--- src/rtl/hit_receiver_if.sv ---
// Signal bundle between the combat logic / sprite drawer and the hit reaction block.
// The master drives the hit and frame inputs; the slave is the hit_receiver itself.
interface hit_receiver_if;
    logic       hit_start;
    logic [6:0] damage;
    logic       frame_tick;
    logic [8:0] base_x;
    logic [8:0] pos_x;
    logic       flash;
    logic [6:0] hp;
    logic       busy;
    logic       done;
    logic       fainted;

    modport master (
        output hit_start, damage, frame_tick, base_x,
        input  pos_x, flash, hp, busy, done, fainted
    );

    modport slave (
        input  hit_start, damage, frame_tick, base_x,
        output pos_x, flash, hp, busy, done, fainted
    );
endinterface

--- src/rtl/hit_receiver.sv ---
// Defender hit reaction: takes damage, then animates the knockback as
// push-out, a flashing hold, and a return, finishing with a one-clock done pulse.
//
// state  | meaning
// IDLE   | waiting for an accepted hit
// PUSH   | offset grows by one per frame tick up to KNOCK_DIST
// HOLD   | parked at full knockback for HOLD_FRAMES ticks, flash toggling
// RETURN | offset shrinks by one per frame tick back to zero
// DONE   | single-clock completion pulse
module hit_receiver #(
    parameter int HP_MAX      = 100,
    parameter int KNOCK_DIST  = 10,
    parameter int HOLD_FRAMES = 6
) (
    input  logic           clock,
    input  logic           reset,
    hit_receiver_if.slave  hif
);
    localparam logic [6:0] HP_INIT = 7'(HP_MAX);
    localparam logic [4:0] KD      = 5'(KNOCK_DIST);
    localparam logic [5:0] HF      = 6'(HOLD_FRAMES);

    typedef enum logic [2:0] {IDLE, PUSH, HOLD, RETURN, DONE} state_t;

    state_t     state, state_nxt;
    logic [4:0] offset, offset_nxt;
    logic [5:0] hold_cnt, hold_cnt_nxt;
    logic [6:0] hp_r, hp_nxt;
    logic       flash_r, flash_nxt;
    logic       fainted_w;

    assign fainted_w = (hp_r == 7'd0);

    always_ff @(posedge clock) begin
        if (reset) begin
            state    <= IDLE;
            offset   <= '0;
            hold_cnt <= '0;
            hp_r     <= HP_INIT;
            flash_r  <= 1'b0;
        end else begin
            state    <= state_nxt;
            offset   <= offset_nxt;
            hold_cnt <= hold_cnt_nxt;
            hp_r     <= hp_nxt;
            flash_r  <= flash_nxt;
        end
    end

    always_comb begin
        state_nxt    = state;
        offset_nxt   = offset;
        hold_cnt_nxt = hold_cnt;
        hp_nxt       = hp_r;
        flash_nxt    = flash_r;
        unique case (state)
            IDLE: begin
                // a tick arriving with the hit is deliberately not counted
                if (hif.hit_start && !fainted_w) begin
                    state_nxt = PUSH;
                    hp_nxt    = (hif.damage >= hp_r) ? 7'd0 : hp_r - hif.damage;
                end
            end
            PUSH: begin
                if (hif.frame_tick) begin
                    offset_nxt = offset + 5'd1;
                    if (offset + 5'd1 == KD) begin
                        state_nxt = HOLD;
                        flash_nxt = 1'b1;
                    end
                end
            end
            HOLD: begin
                if (hif.frame_tick) begin
                    flash_nxt = ~flash_r;
                    if (hold_cnt + 6'd1 == HF) begin
                        state_nxt    = RETURN;
                        hold_cnt_nxt = '0;
                    end else begin
                        hold_cnt_nxt = hold_cnt + 6'd1;
                    end
                end
            end
            RETURN: begin
                if (hif.frame_tick) begin
                    offset_nxt = offset - 5'd1;
                    if (offset == 5'd1)
                        state_nxt = DONE;
                end
            end
            DONE: begin
                state_nxt = IDLE;
            end
            default: begin
                state_nxt = IDLE;
            end
        endcase
    end

    assign hif.pos_x   = hif.base_x + {4'd0, offset};
    assign hif.flash   = (state == HOLD) && flash_r;
    assign hif.hp      = hp_r;
    assign hif.busy    = (state == PUSH) || (state == HOLD) || (state == RETURN);
    assign hif.done    = (state == DONE);
    assign hif.fainted = fainted_w;
endmodule

--- src/flat_wrapper.sv ---
// flat-port wrapper written by rule: the top's interface ports become plain ports
module hit_receiver_flat 
#(
    parameter int HP_MAX      = 100,
    parameter int KNOCK_DIST  = 10,
    parameter int HOLD_FRAMES = 6
)
  (clock, reset, hif_hit_start, hif_damage, hif_frame_tick, hif_base_x, hif_pos_x, hif_flash, hif_hp, hif_busy, hif_done, hif_fainted);
  hit_receiver_if hif_i ();
  input  logic clock;
  input  logic reset;
  input wire logic [$bits(hif_i.hit_start)-1:0] hif_hit_start;
  input wire logic [$bits(hif_i.damage)-1:0] hif_damage;
  input wire logic [$bits(hif_i.frame_tick)-1:0] hif_frame_tick;
  input wire logic [$bits(hif_i.base_x)-1:0] hif_base_x;
  output wire logic [$bits(hif_i.pos_x)-1:0] hif_pos_x;
  output wire logic [$bits(hif_i.flash)-1:0] hif_flash;
  output wire logic [$bits(hif_i.hp)-1:0] hif_hp;
  output wire logic [$bits(hif_i.busy)-1:0] hif_busy;
  output wire logic [$bits(hif_i.done)-1:0] hif_done;
  output wire logic [$bits(hif_i.fainted)-1:0] hif_fainted;
  assign hif_i.hit_start = hif_hit_start;
  assign hif_i.damage = hif_damage;
  assign hif_i.frame_tick = hif_frame_tick;
  assign hif_i.base_x = hif_base_x;
  assign hif_pos_x = hif_i.pos_x;
  assign hif_flash = hif_i.flash;
  assign hif_hp = hif_i.hp;
  assign hif_busy = hif_i.busy;
  assign hif_done = hif_i.done;
  assign hif_fainted = hif_i.fainted;
  hit_receiver #(.HP_MAX(HP_MAX), .KNOCK_DIST(KNOCK_DIST), .HOLD_FRAMES(HOLD_FRAMES)) u_core (.clock(clock), .reset(reset), .hif(hif_i));
endmodule
--- config.mk ---
export PLATFORM = sky130hd
export DESIGN_NAME = hit_receiver_flat
export DESIGN_NICKNAME = d
export VERILOG_FILES = /design/src/rtl/hit_receiver_if.sv /design/src/rtl/hit_receiver.sv /design/src/flat_wrapper.sv
export SDC_FILE = /design/constraint.sdc
export NUM_CORES = 1
export LEC_CHECK = 0
export ABC_AREA = 1
export BUFFER_PORTS_ARGS = -buffer_cell sky130_fd_sc_hd__buf_4
export CORE_AREA = 8 8 70 66
export DETAILED_ROUTE_END_ITERATION = 6
export DIE_AREA = 0 0 78 74
export HOLD_SLACK_MARGIN = 0.15
export PLACE_DENSITY = 0.81
export SYNTH_ARGS = -nofsm -noshare
export SYNTH_HDL_FRONTEND = slang
export SYNTH_SLANG_ARGS = --single-unit
--- constraint.sdc ---
create_clock -name clock -period 5.4 [get_ports clock]
set_input_delay 1.08 -clock clock [delete_from_list [all_inputs] [get_ports clock]]
set_output_delay 1.08 -clock clock [all_outputs]
set_load 0.02 [all_outputs]
==> reports/metrics.cfg, run 1 <==
[sta]
worst_slack_ns=1.67
finalCriticalPeriod_ns=3.73
finalHoldViolCount=0
skew_ns=0.00134
setup_tns_ns=0
slew_headroom_pct=71.0
setup_viol=0
fin_crit_sh_pct=69.1
fmax_ghz=0.268
finalMaxSlewViolations=0
rsz0062_at_grt=no
tightest_slew_ns=0.434

[cells_and_area]
regArea_um2=440
final_cell_mix=nand2_1 (61), inv_1 (40), buf_4 (39), a21oi_1 (24), dfxtp_1 (22)
drive_gt1_share_pct=23.6
multi_input_area_um2=1260
fin_cells=368
syn2layout_area_growth_pct=20.2
fill_cells=331
final_common_cell=nand2_1
diodes=0
layout.nets=363

[clock_tree]
cts_tree=done
cts_max_level=1
cts_hold_buf=0
clockBufferDepth=2
ctsResizeCount=0
clock-root-buffer=clkbuf_8
clk_latency_ns=0.26
clkTransAtPathRegs_ns=0.08
cts_sinks=22
cts_setup_buffers=0
numCtsBuffers=3

[synthesis]
synthAdderAreaFrac_pct=13.8
postSynthCellCount=283
ys_seq_elements=22
synth_warnings=0
synthMuxAreaShare_pct=0
synth_top_family_by_area=simple AND/OR/NAND/NOR gates
syn_avg_cell_area_um2=6.78
synth_compound_area_share_pct=14.4
seq_area_frac_synth_pct=23.0
synth_xor_xnor_area_share_pct=5.94
synth-simple-area-share_pct=31.6
syn-num-nets=323
ys_types=33
netlist_area_um2=1920

[grt]
grtUsageTotal_pct=14.8
antenna_found_initial=0
grt_pass1_vias=1666
grtUsageMet1_pct=17.6
met2_usage_pct=26.1
overflow=0
grt_start_max_net_pins=14
grt.met3_usage_pct=3.62
grt_pass1_wl_mm=7.18
grt.busiest_layer=met2

[setup_path]
rr_endpoint=u_core.hif.hp[4]$_SDFFE_PP0P_
worstPathArrival_ns=2.65
cp_max_fo=2
cp-end-kind=primary output
setup.worst_path.class=input pin to primary output
crit_start=hif_base_x[0]
timing.rr.start=u_core.hif.hp[0]$_SDFFE_PP0P_
cp-start-kind=input pin
regToRegSetupSlack_ns=3.60
required_ns=4.32
ff2ff_path_depth=8

[placed_design]
dp_hpwl_mm=3.43
dp_cells=364
pre_cts_ws_ns=1.66
gp_congestion=0.866
port_buffers=39

[floorplanning]
initial_core_util_pct=54.5
fp.dieW_um=78
die_area_um2=5770
core_um2=3520
die_y_um=74
rows=21
io_pins=40

[routing]
drcViolationCount=0
ant_nets=0
dr_total_vias=1868
drt-total-wl_mm=4.20
drtIter0Drc=72
drtPass1Iterations=4
viasPerCell=5.08
wl_per_cell_um=11.4

[pwr]
ir_drop_uv=243
power.density_nw_per_um2=404
p_leak_uw=0.00111

[worst_hold_path]
hp-start=u_core.flash_r$_SDFFE_PP0P_
holdCritPathClass=register to register
holdPathStages=2
min_to=u_core.flash_r$_SDFFE_PP0P_

[job]
cap_violations=0

[outcome]
status=complete, no violations

how the worst max path moves through the flow:
stage                         to  cells after the start  slack (ns)
floorplan           hif_pos_x[8]                      8        1.79
global placement    hif_pos_x[8]                     10        1.74
detailed placement  hif_pos_x[8]                     10        1.66
CTS                 hif_pos_x[8]                     10        1.65
global route        hif_pos_x[8]                     10        1.54
finish              hif_pos_x[8]                     10        1.67
where the power goes:
group | internal [uW] | total [uW] | switching [uW] | leakage [uW]
combinational | 210 | 526 | 316 | 0.000890
sequential | 200 | 253 | 52.9 | 0.000180
clock | 99.1 | 153 | 54.2 | 0.0000357
registers in the layout, summed over array words and instances (netlist names):
name and count:
u_core.state 3, u_core.offset 5, u_core.hif.hp 7, u_core.flash_r 1, u_core.hold_cnt 6
metrics by stage:
| stage | cell area, um^2 | hold WS, ns | util (%) | power (uW) |
|---|---|---|---|---|
| 5_1_grt | 2310 | 0.532 | 65.5 | 1010 |
| 6_report | 2310 | 0.489 | 65.5 | 932 |
| 4_1_cts | 2310 | 0.496 | 65.5 | 938 |
| 3_5_place_dp | 2230 | 0.477 | 63.5 | 782 |
| 3_3_place_gp | 2230 | 0.469 | 63.5 | 773 |
| 2_1_floorplan | 1920 | 0.452 | - | 647 |
final cells by class:
type / count / share of cell area [%]
sequential: 22 / 19.1
inverter: 48 / 7.92
clock buffer: 3 / 1.79
timing repair buffer: 39 / 12.7
clock inverter: 1 / 1.30
tap: 46 / 2.50
multi-input combinational: 209 / 54.7
worst max-delay path: stages:
cell	delay [ns]
buf_4	0.08
ha_1	0.15
inv_1	0.06
fa_1	0.41
o21ai_0	0.29
nand2_1	0.08
nand2_1	0.08
nand4_1	0.10
xnor2_1	0.16
buf_4	0.16
synthesized netlist by cell type (all sizes together):
cell type	n	area [um^2]
nand4	7	43.8
nor4	1	6.26
o21ai	15	82.6
o211ai	3	22.5
or2	1	6.26
o22ai	1	6.26
buf	2	22.5
a21o	1	7.51
nor2	31	166
inv	48	183
clkbuf	2	11.3
xor2	6	52.6
fa	2	40.0
ha	18	225
a21boi	1	7.51
xnor2	7	61.3
o21bai	1	7.51
dfxtp	22	440
a31oi	2	12.5
nand3	15	87.6
a221oi	1	8.76
a21oi	24	120
nor3	1	5.00
nand2	71	292
cell families after synthesis:
logic type	after synthesis
compound gates	49
buf+inv	52
simple gates	127
fa+ha+maj	20
flops	22
xor+xnor	13
per-layer routing:
| layer | vias to the layer above | routed length (um) |
|---|---|---|
| met5 | - | 0 |
| met1 | 816 | 1870 |
| li1 | 992 | - |
| met4 | 0 | 35 |
| met3 | 4 | 265 |
| met2 | 56 | 2020 |
(Power assumes the default switching activity.)
==> run 2: changes to the inputs <==
--- a/config.mk
+++ b/config.mk
@@ -7,11 +7,11 @@
 export LEC_CHECK = 0
 export ABC_AREA = 1
 export BUFFER_PORTS_ARGS = -buffer_cell sky130_fd_sc_hd__buf_4
-export CORE_AREA = 8 8 70 66
+export CORE_AREA = 8 8 75 70
 export DETAILED_ROUTE_END_ITERATION = 6
-export DIE_AREA = 0 0 78 74
+export DIE_AREA = 0 0 83 78
 export HOLD_SLACK_MARGIN = 0.15
-export PLACE_DENSITY = 0.81
+export PLACE_DENSITY = 0.74
 export SYNTH_ARGS = -nofsm -noshare
 export SYNTH_HDL_FRONTEND = slang
 export SYNTH_SLANG_ARGS = --single-unit
==> constraint.sdc (replaced) <==
create_clock -name clock -period 3.4 [get_ports clock]
set_input_delay 0.68 -clock clock [delete_from_list [all_inputs] [get_ports clock]]
set_output_delay 0.68 -clock clock [all_outputs]
set_load 0.02 [all_outputs]
==> reports/metrics.cfg, run 2 (same netlist as run 1, synthesis figures left out) <==
[outcome]
status=complete, no violations  ; unchanged

[grt]
grt_pass1_wl_mm=7.58  ; was 7.18 mm
grtUsageTotal_pct=13.3  ; was 14.8%
grt_start_max_net_pins=14  ; unchanged
antenna_found_initial=0  ; unchanged
overflow=0  ; unchanged
grt_pass1_vias=1687  ; was 1666

[routing]
drcViolationCount=0  ; unchanged
drtIter0Drc=105  ; was 72
drtPass1Iterations=4  ; unchanged
ant_nets=0  ; unchanged
drt-total-wl_mm=4.43  ; was 4.20 mm
dr_total_vias=1855  ; was 1868
wl_per_cell_um=12.0  ; was 11.4 um
viasPerCell=5.01  ; was 5.08

[floorplanning]
core_um2=3990  ; was 3520 um^2
initial_core_util_pct=48.1  ; was 54.5%
die_y_um=78  ; was 74 um
io_pins=40  ; unchanged
die_area_um2=6470  ; was 5770 um^2
rows=22  ; was 21
fp.dieW_um=83  ; was 78 um

[placed_design]
dpl_cell_area_um2=2240  ; was 2230 um^2
port_buffers=39  ; unchanged
dp_hpwl_mm=3.65  ; was 3.43 mm
gp_congestion=0.841  ; was 0.866
pre_cts_ws_ns=0.493  ; was 1.66 ns

[sta]
rsz0062_at_grt=no  ; unchanged
finalHoldViolCount=0  ; unchanged
tightest_slew_ns=0.436  ; was 0.434 ns
fmax_ghz=0.337
setup_tns_ns=0  ; unchanged
worst_slack_ns=0.434  ; was 1.67 ns
fin_crit_sh_pct=87.2
setup_viol=0  ; unchanged
skew_ns=0.00366  ; was 0.00134 ns
slew_headroom_pct=70.9  ; was 71.0%
finalMaxSlewViolations=0  ; unchanged
finalCriticalPeriod_ns=2.97

[setup_path]
cp-start-kind=register  ; was input pin
worst_path_most_repeated_cell=nand2_1
cp-end-kind=primary output  ; unchanged
critPathSlowestCell=dfxtp_1  ; was fa_1
required_ns=2.72  ; was 4.32 ns
slowest_delay_ns=0.48  ; was 0.41 ns
worstPathArrival_ns=2.29  ; was 2.65 ns
cp_max_fo=8  ; was 2
timing.rr.start=u_core.hif.hp[0]$_SDFFE_PP0P_  ; unchanged
setup.worst_path.class=register to primary output  ; was input pin to primary output
crit_start=u_core.offset[0]$_SDFFE_PP0P_  ; was hif_base_x[0]
cp_cell_sequence=ha_1, inv_1, fa_1, o21ai_0, nand2_1, nand2_1, nand4_1, xnor2_1, buf_4  ; was buf_4, ha_1, inv_1, fa_1, o21ai_0, nand2_1, nand2_1, nand4_1, xnor2_1, buf_4
ff2ff_path_depth=8  ; unchanged

[clock_tree]
cts_setup_buffers=0  ; unchanged
cts_hold_buf=0  ; unchanged
clkTransAtPathRegs_ns=0.08  ; about the same
clockBufferDepth=2  ; unchanged
numCtsBuffers=3  ; unchanged
cts_tree=done  ; unchanged
cts_max_level=1  ; unchanged
ctsResizeCount=0  ; unchanged
cts_sinks=22  ; unchanged
clock-root-buffer=clkbuf_8  ; unchanged
clk_latency_ns=0.26  ; about the same

[cells_and_area]
regArea_um2=440  ; unchanged
fill_cells=397  ; was 331
multi_input_area_um2=1260  ; unchanged
diodes=0  ; unchanged
design_area_um2=2310  ; about the same
finish.utilization_pct=57.8  ; was 65.5%
final_common_cell=nand2_1  ; unchanged
final_cell_mix=nand2_1 (61), inv_1 (40), buf_4 (39), a21oi_1 (24), dfxtp_1 (22)  ; unchanged
syn2layout_area_growth_pct=20.4  ; was 20.2%
layout.nets=363  ; unchanged
drive_gt1_share_pct=23.6  ; unchanged
largest_register_ffs=7  ; unchanged

[pwr]
power.density_nw_per_um2=647  ; was 404 nW/um^2
p_leak_uw=0.00111  ; unchanged
ir_drop_uv=331  ; was 243 uV

[worst_hold_path]
holdPathStages=2  ; unchanged
holdCritPathClass=register to register  ; unchanged
hp-start=u_core.flash_r$_SDFFE_PP0P_  ; unchanged

[job]
cap_violations=0  ; unchanged

-- run 2: worst max-delay path: cells and delay by family (launching register included) --
kind | cells | cell delay, ns
simple gates | 3 | 0.27
xor+xnor | 1 | 0.15
flops | 1 | 0.48
fa+ha+maj | 2 | 0.61
buf+inv | 2 | 0.22
compound gates | 1 | 0.30
-- run 2: path summary, 6_finish.rpt --
check / end / slack, ns
worst min register to register: u_core.flash_r$_SDFFE_PP0P_ / 0.51
worst min-delay path: u_core.flash_r$_SDFFE_PP0P_ / 0.51
worst max-delay path: hif_pos_x[8] / 0.43
worst max register to register: u_core.hif.hp[4]$_SDFFE_PP0P_ / 1.58
-- run 2: metrics by stage --
| step | hold WS [ns] | total power [uW] | std cells |
|---|---|---|---|
| floorplan | 0.452 | 1030 | 283 |
| global placement | 0.469 | 1240 | 366 |
| detailed placement | 0.486 | 1250 | 366 |
| CTS | 0.519 | 1500 | 370 |
| global route | 0.539 | 1630 | 370 |
| finish | 0.510 | 1490 | 370 |
-- run 2: final cells by class --
class	count	share of cell area, %
timing repair buffer	39	12.7
clock inverter	1	1.30
tap	48	2.60
clock buffer	3	1.79
sequential	22	19.1
inverter	48	7.91
multi-input combinational	209	54.6
-- run 2: metal layers --
layer  part of all wire [%]  wire, um  vias to the layer above  GRT usage, %
met2                     45      2010                       45          21.8
li1                       -         -                      986             -
met1                     48      2140                      820          17.2
met4                   0.56        25                        0          1.23
met3                    5.7       254                        4          4.28
met5                      0         0                        -             0
-- run 2: report_power, final --
group / internal [uW] / total (uW) / leakage [uW] / switching [uW]
registers: 318 / 406 / 0.000180 / 87.8
clock network: 157 / 244 / 0.0000357 / 86.4
logic: 334 / 844 / 0.000890 / 510
total: 809 / 1490 / 0.00111 / 684
